### src/rtl/knight_pkg.sv
// Shared types and constants for the knight's-tour command sequencer.
package knight_pkg;

  localparam int unsigned CMD_W  = 16;
  localparam int unsigned MOVE_W = 8;
  localparam int unsigned IDX_W  = 5;
  localparam int unsigned RESP_W = 8;

  localparam logic [3:0] OP_VERT = 4'h2;
  localparam logic [3:0] OP_HORZ = 4'h3;

  localparam logic [7:0] HDG_N = 8'h00;
  localparam logic [7:0] HDG_W = 8'h3F;
  localparam logic [7:0] HDG_S = 8'h7F;
  localparam logic [7:0] HDG_E = 8'hBF;

  localparam logic [RESP_W-1:0] RESP_DONE = 8'hA5;
  localparam logic [RESP_W-1:0] RESP_LEG  = 8'h5A;
  localparam logic [RESP_W-1:0] RESP_ERR  = 8'hEE;

  typedef enum logic [2:0] {
    ST_IDLE,
    ST_LOAD,
    ST_VERT,
    ST_WAIT_V,
    ST_HORZ,
    ST_WAIT_H
  } state_e;

  typedef struct packed {
    logic [3:0] opcode;
    logic [7:0] heading;
    logic [3:0] squares;
  } cmd_t;

  function automatic cmd_t mk_cmd(input logic [3:0] op, input logic [7:0] hdg,
                                  input logic [3:0] sq);
    cmd_t c;
    c.opcode  = op;
    c.heading = hdg;
    c.squares = sq;
    return c;
  endfunction

  function automatic logic is_one_hot(input logic [MOVE_W-1:0] v);
    return (v != '0) && ((v & (v - MOVE_W'(1))) == '0);
  endfunction

endpackage

### src/rtl/knight_move_decode.sv
// Splits a one-hot knight move into vertical and horizontal leg commands.
// Lowest set bit wins; an all-zero vector decodes as bit0.
module knight_move_decode
  import knight_pkg::*;
(
  input  logic [MOVE_W-1:0] mv_reg_i,
  output cmd_t              vert_cmd_o,
  output cmd_t              horz_cmd_o
);

  always_comb begin
    vert_cmd_o = mk_cmd(OP_VERT, HDG_N, 4'd2);
    horz_cmd_o = mk_cmd(OP_HORZ, HDG_E, 4'd1);
    casez (mv_reg_i)
      8'b???????1: begin
        vert_cmd_o = mk_cmd(OP_VERT, HDG_N, 4'd2);
        horz_cmd_o = mk_cmd(OP_HORZ, HDG_E, 4'd1);
      end
      8'b??????10: begin
        vert_cmd_o = mk_cmd(OP_VERT, HDG_N, 4'd2);
        horz_cmd_o = mk_cmd(OP_HORZ, HDG_W, 4'd1);
      end
      8'b?????100: begin
        vert_cmd_o = mk_cmd(OP_VERT, HDG_N, 4'd1);
        horz_cmd_o = mk_cmd(OP_HORZ, HDG_W, 4'd2);
      end
      8'b????1000: begin
        vert_cmd_o = mk_cmd(OP_VERT, HDG_S, 4'd1);
        horz_cmd_o = mk_cmd(OP_HORZ, HDG_W, 4'd2);
      end
      8'b???10000: begin
        vert_cmd_o = mk_cmd(OP_VERT, HDG_S, 4'd2);
        horz_cmd_o = mk_cmd(OP_HORZ, HDG_W, 4'd1);
      end
      8'b??100000: begin
        vert_cmd_o = mk_cmd(OP_VERT, HDG_S, 4'd2);
        horz_cmd_o = mk_cmd(OP_HORZ, HDG_E, 4'd1);
      end
      8'b?1000000: begin
        vert_cmd_o = mk_cmd(OP_VERT, HDG_S, 4'd1);
        horz_cmd_o = mk_cmd(OP_HORZ, HDG_E, 4'd2);
      end
      8'b10000000: begin
        vert_cmd_o = mk_cmd(OP_VERT, HDG_N, 4'd1);
        horz_cmd_o = mk_cmd(OP_HORZ, HDG_E, 4'd2);
      end
      default: ;
    endcase
  end

endmodule

### src/rtl/tour_cmd_seq.sv
// Command arbiter: UART pass-through in IDLE, knight's-tour leg sequencer otherwise.
// Optional TOUR_MOVE_CHECK_EN aborts the tour on a move that is not one-hot.
module tour_cmd_seq
  import knight_pkg::*;
#(
  parameter int unsigned TOUR_LEN = 24
) (
  input  logic              clk,
  input  logic              rst_n,
  input  logic              tour_go,
  input  logic [MOVE_W-1:0] move,
  output logic [IDX_W-1:0]  mv_indx,
  input  logic [CMD_W-1:0]  cmd_UART,
  input  logic              cmd_rdy_UART,
  output logic              clr_cmd_rdy,
  output logic [CMD_W-1:0]  cmd,
  output logic              cmd_rdy,
  input  logic              clr_cmd_rdy_cp,
  input  logic              send_resp,
  output logic [RESP_W-1:0] resp
);

  state_e            state_q, state_d;
  logic [IDX_W-1:0]  mv_indx_q, mv_indx_d;
  logic [MOVE_W-1:0] mv_reg_q, mv_reg_d;
  cmd_t              vert_cmd, horz_cmd;
  logic              last_move_c;
  logic              move_ok_c;

  knight_move_decode u_decode (
    .mv_reg_i   (mv_reg_q),
    .vert_cmd_o (vert_cmd),
    .horz_cmd_o (horz_cmd)
  );

  assign last_move_c = (mv_indx_q == IDX_W'(TOUR_LEN - 1));
  assign mv_indx     = mv_indx_q;

`ifdef TOUR_MOVE_CHECK_EN
  assign move_ok_c = is_one_hot(move);
`else
  assign move_ok_c = 1'b1;
`endif

  always_ff @(posedge clk or negedge rst_n) begin
    if (!rst_n) begin
      state_q   <= ST_IDLE;
      mv_indx_q <= '0;
      mv_reg_q  <= '0;
    end else begin
      state_q   <= state_d;
      mv_indx_q <= mv_indx_d;
      mv_reg_q  <= mv_reg_d;
    end
  end

  // Next state and interface muxing; legs are driven from the registered move only.
  always_comb begin
    state_d     = state_q;
    mv_indx_d   = mv_indx_q;
    mv_reg_d    = mv_reg_q;
    cmd         = vert_cmd;
    cmd_rdy     = 1'b0;
    clr_cmd_rdy = 1'b0;
    resp        = RESP_LEG;
    case (state_q)
      ST_IDLE: begin
        cmd         = cmd_UART;
        cmd_rdy     = cmd_rdy_UART;
        clr_cmd_rdy = clr_cmd_rdy_cp;
        resp        = RESP_DONE;
        if (tour_go) begin
          state_d   = ST_LOAD;
          mv_indx_d = '0;
        end
      end
      ST_LOAD: begin
        if (move_ok_c) begin
          mv_reg_d = move;
          state_d  = ST_VERT;
        end else begin
          resp    = RESP_ERR;
          state_d = ST_IDLE;
        end
      end
      ST_VERT: begin
        cmd     = vert_cmd;
        cmd_rdy = 1'b1;
        if (clr_cmd_rdy_cp) state_d = ST_WAIT_V;
      end
      ST_WAIT_V: begin
        if (send_resp) state_d = ST_HORZ;
      end
      ST_HORZ: begin
        cmd     = horz_cmd;
        cmd_rdy = 1'b1;
        if (clr_cmd_rdy_cp) state_d = ST_WAIT_H;
      end
      ST_WAIT_H: begin
        cmd = horz_cmd;
        if (last_move_c) resp = RESP_DONE;
        if (send_resp) begin
          if (last_move_c) begin
            state_d = ST_IDLE;
          end else begin
            mv_indx_d = mv_indx_q + IDX_W'(1);
            state_d   = ST_LOAD;
          end
        end
      end
      default: state_d = ST_IDLE;
    endcase
  end

endmodule

### config.mk
export PLATFORM = sky130hd
export DESIGN_NAME = tour_cmd_seq
export DESIGN_NICKNAME = d
export VERILOG_FILES = /design/src/rtl/knight_pkg.sv /design/src/rtl/knight_move_decode.sv /design/src/rtl/tour_cmd_seq.sv
export SDC_FILE = /design/constraint.sdc
export NUM_CORES = 1
export LEC_CHECK = 0
export ABC_CLOCK_PERIOD_IN_PS = 1620
export CAP_MARGIN = 20
export CELL_PAD_IN_SITES_DETAIL_PLACEMENT = 0
export CELL_PAD_IN_SITES_GLOBAL_PLACEMENT = 1
export CORE_MARGIN = 10
export CORE_UTILIZATION = 24
export CTS_CLUSTER_DIAMETER = 100
export DETAILED_ROUTE_END_ITERATION = 10
export PLACE_DENSITY_LB_ADDON = 0.1
export SETUP_SLACK_MARGIN = 0.15
export SLEW_MARGIN = 20
export SYNTH_ARGS = -nofsm -noshare
export SYNTH_HDL_FRONTEND = slang
export SYNTH_SLANG_ARGS = --single-unit
export TNS_END_PERCENT = 100
### constraint.sdc
create_clock -name clk -period 1.62 [get_ports clk]
set_input_delay 0.324 -clock clk [delete_from_list [all_inputs] [get_ports clk]]
set_output_delay 0.324 -clock clk [all_outputs]
set_load 0.01 [all_outputs]
==> summary.log <==
qor: global_route.overall_routing_resource_usage 9.73%
qor: final_layout.finish.utilization 54.9%
qor: sta.hold_viol_final 0
qor: synth.synth_cells 110
qor: worst_setup_path.worst_ep_arrival_time 1.74 ns
qor: routing.antenna_violating_nets_post_route 0
qor: routing.drcViolationCount 0
qor: sta.slew-limit-headroom 80.3%
qor: global_route.global_route.overflow_total 0
qor: floorplan.start_util 24.7%
qor: floorplan.die-area 7560 um2
qor: routing.avgRoutedWirePerCell 14.7 um
qor: status.failed_checks negative setup slack
qor: job.drv.max_cap_violation_count 0
qor: clocking.cts-root-to-sink-buffers 2
qor: synth.synth_enable_flop_cells 0
qor: worst_setup_path.timing.rr.end mv_indx[4]
qor: final_layout.layout.filler_cells 389
qor: sta.rsz0062_at_grt yes
qor: floorplan.ioPinCount 61
qor: worst_setup_path.destination_of_the_critical_timing_path cmd[5]
qor: final_layout.ff_latch_area 403 um2
qor: worst_setup_path.r2r_start state_q[2]
qor: synth.synth_area_leaders sky130_fd_sc_hd__dfrtp_1 37%, sky130_fd_sc_hd__mux2_2 8.4%, sky130_fd_sc_hd__buf_4 5.6%
qor: routing.totalWireLength 4030 um
qor: status.run_status complete, but fails checks
qor: worst_setup_path.nature_of_the_critical_path_endpoint output port
qor: clocking.cts_tree yes
qor: clocking.cts-htree-levels 1
qor: global_route.grt_antenna_before_repair 0
qor: power.max_vdd_drop 745 uV
qor: clocking.cts_hold_repair.buffers 0
qor: sta.post-route-worst-setup-slack -0.448 ns
qor: synth.syn_area_per_cell 9.77 um2
qor: clocking.clkTransAtPathRegs 0.06 ns
qor: power.power_per_cell_area 1930 nW/um2
qor: worst_setup_path.critical_path.startpoint_type flip-flop
qor: placed_design.portBuffers 60
qor: final_layout.fin_cells 273
qor: worst_setup_path.cp_data_required_time 1.30 ns
qor: synth.synthDistinctLibCells 32
qor: placed_design.place.gp.congestion 0.686
qor: clocking.clock_buffers_created_by_tritoncts 3
qor: floorplan.die-height 86.9 um
qor: routing.drt_iter0_markers 36
qor: global_route.grt_start_max_net_pins 17
qor: placed_design.dpl.hpwl 2870 um
qor: sta.final.min_clock_period 2.07 ns
qor: synth.asyncSetResetFlopFracSynth 100%
qor: clocking.cts_sinks 16
qor: clocking.clock-root-buffer sky130_fd_sc_hd__clkbuf_8
qor: routing.dr_total_vias 1234
qor: worst_setup_path.r2r_cells 9
qor: synth.netlist_top_cells_count 16 x sky130_fd_sc_hd__dfrtp_1, 9 x sky130_fd_sc_hd__nor2_1, 9 x sky130_fd_sc_hd__o21ai_0
qor: final_layout.area_used_by_multi_input_combinational_logic 723 um2
qor: sta.slew_viol_final 0
qor: worst_setup_path.cp_max_fo 3
qor: synth.yosys_most_used_dff sky130_fd_sc_hd__dfrtp_1
qor: sta.min_period_over_period 128%
qor: worst_setup_path.critical_path_class reg -> out
qor: synth.synth_sequential_area_ratio 37.3%
qor: placed_design.placed_cell_area 1880 um2
qor: sta.final-setup-viol-count 26
qor: final_layout.areaGrowthSynthToFinish 122%
qor: worst_setup_path.startpoint_of_the_most_critical_setup_path mv_reg_q[1]
qor: synth.post-synth-top-area-cell sky130_fd_sc_hd__dfrtp_1
qor: final_layout.design.final.nets 253
qor: floorplan.row_count 24
qor: sta.worst-slew-pin-transition 0.293 ns
qor: synth.postSynthRegisterBits 16
qor: synth.netlist_area 1070 um2
qor: routing.drtPass1Iterations 4
qor: sta.final.setup_skew 0.00330 ns
qor: synth.synth_top_cell_area_share 37.3%
qor: final_layout.layout.cell_area.non_filler 2390 um2
qor: floorplan.coreArea 4350 um2
qor: min_path.hold_class in -> async
qor: global_route.global_route_wire_length_before_repair 6140 um
qor: placed_design.numPlacedInstances 236
qor: global_route.number_of_global_route_vias_before_repair 1289
qor: floorplan.fp.dieW 86.9 um
qor: synth.post-synth-top-count-cell sky130_fd_sc_hd__dfrtp_1
qor: final_layout.post_route_cells_drive_above_1_share 57.0%
qor: sta.max_clock_freq 484 MHz
qor: power.power.leakage 0.00115 uW
qor: synth.syn_nets 141
qor: final_layout.antenna_cells 0
qor: synth.yosys_warnings 0
qor: routing.vias_per_cell 4.52
qor: worst_setup_path.ff2ff_setup_slack 0.04 ns
qor: sta.fin_hold_ws 0.391 ns
qor: clocking.insertion_delay_to_the_later_sink_of_the_worst_skew_pair 0.24 ns
critical path, cell delays in order (launching register included):
cell and delay (ns):
sky130_fd_sc_hd__dfrtp_1 0.37, sky130_fd_sc_hd__or4_4 0.56, sky130_fd_sc_hd__o21bai_4 0.17, sky130_fd_sc_hd__buf_6 0.13, sky130_fd_sc_hd__buf_6 0.08, sky130_fd_sc_hd__a21o_1 0.09, sky130_fd_sc_hd__buf_6 0.10
registers in the layout, indices dropped and copies added (netlist names):
register	flops
mv_indx	5
mv_reg_q	8
state_q	3
kinds of logic (layout without fill, tap and decap cells):
kind of cell	Yosys count	count (layout)	synth area share, %
simple gates	43	43	24.0
compound gates	28	28	19.9
flops	16	16	37.3
buf+inv	13	124	8.38
mux	9	9	9.31
fa+ha+maj	1	1	1.16
stage by stage:
stage / setup slack [ns] / total power, uW / setup TNS, ns
floorplan: -0.0535 / 2040 / -0.160
global placement: -0.461 / 3150 / -8.18
detailed placement: -0.486 / 3180 / -8.63
CTS: -0.494 / 4070 / -7.31
global route: -0.523 / 4930 / -9.36
finish: -0.448 / 4610 / -7.20
layout make-up:
type | instances | area share (%)
Tap cell | 52 | 2.72
Inverter | 1 | 0.262
Timing Repair Buffer | 119 | 47.6
Clock buffer | 4 | 2.30
Multi-Input combinational cell | 81 | 30.3
Sequential cell | 16 | 16.9
report_power, final:
group          leakage [uW]  switching [uW]  internal, uW
Combinational      0.000921            1400          2190
Clock             0.0000288             129           215
Sequential         0.000199             136           553
Total               0.00115            1660          2950
worst min-delay path by stage:
stage	from	end	slack, ns	cells past startpoint
after global placement	mv_reg_q[7]	mv_reg_q[7]	0.50	1
final	rst_n	mv_indx[3]	0.39	2
after detailed placement	mv_reg_q[7]	mv_reg_q[7]	0.50	1
after floorplan	rst_n	mv_indx[0]	0.03	0
after CTS	rst_n	mv_indx[3]	0.40	2
after global routing	rst_n	mv_indx[3]	0.41	2
layer usage:
metal	vias up	global-route usage (%)	wire length [um]
li1	613	-	-
met1	572	12.1	1860
met2	47	15.8	1810
met3	2	3.18	341
met4	0	2.21	14
met5	-	0	0
timing repair:
action | 4_1_cts | 5_1_grt
endpoints found under the setup margin | 36 | 33
pin swaps | 17 | 16
cloned | 0 | 0
gates resized for setup | 155 | 50
setup buffers | 25 | 8
layout by cell type (no fill, tap or decap), types with 3 or more instances in the layout:
cell,netlist,layout
sky130_fd_sc_hd__a21o_1,7,7
sky130_fd_sc_hd__and2_4,0,5
sky130_fd_sc_hd__buf_2,3,8
sky130_fd_sc_hd__buf_4,8,29
sky130_fd_sc_hd__buf_6,1,47
sky130_fd_sc_hd__clkbuf_8,0,4
sky130_fd_sc_hd__clkdlybuf4s50_1,0,28
sky130_fd_sc_hd__dfrtp_1,16,14
sky130_fd_sc_hd__dlygate4sd2_1,0,3
sky130_fd_sc_hd__mux2_4,0,8
sky130_fd_sc_hd__nand2_1,8,8
sky130_fd_sc_hd__nand3_1,3,3
sky130_fd_sc_hd__nand4b_1,3,3
sky130_fd_sc_hd__nor2_1,9,6
sky130_fd_sc_hd__o21ai_1,0,7
No activity file was read; power rests on OpenSTA's default activity.
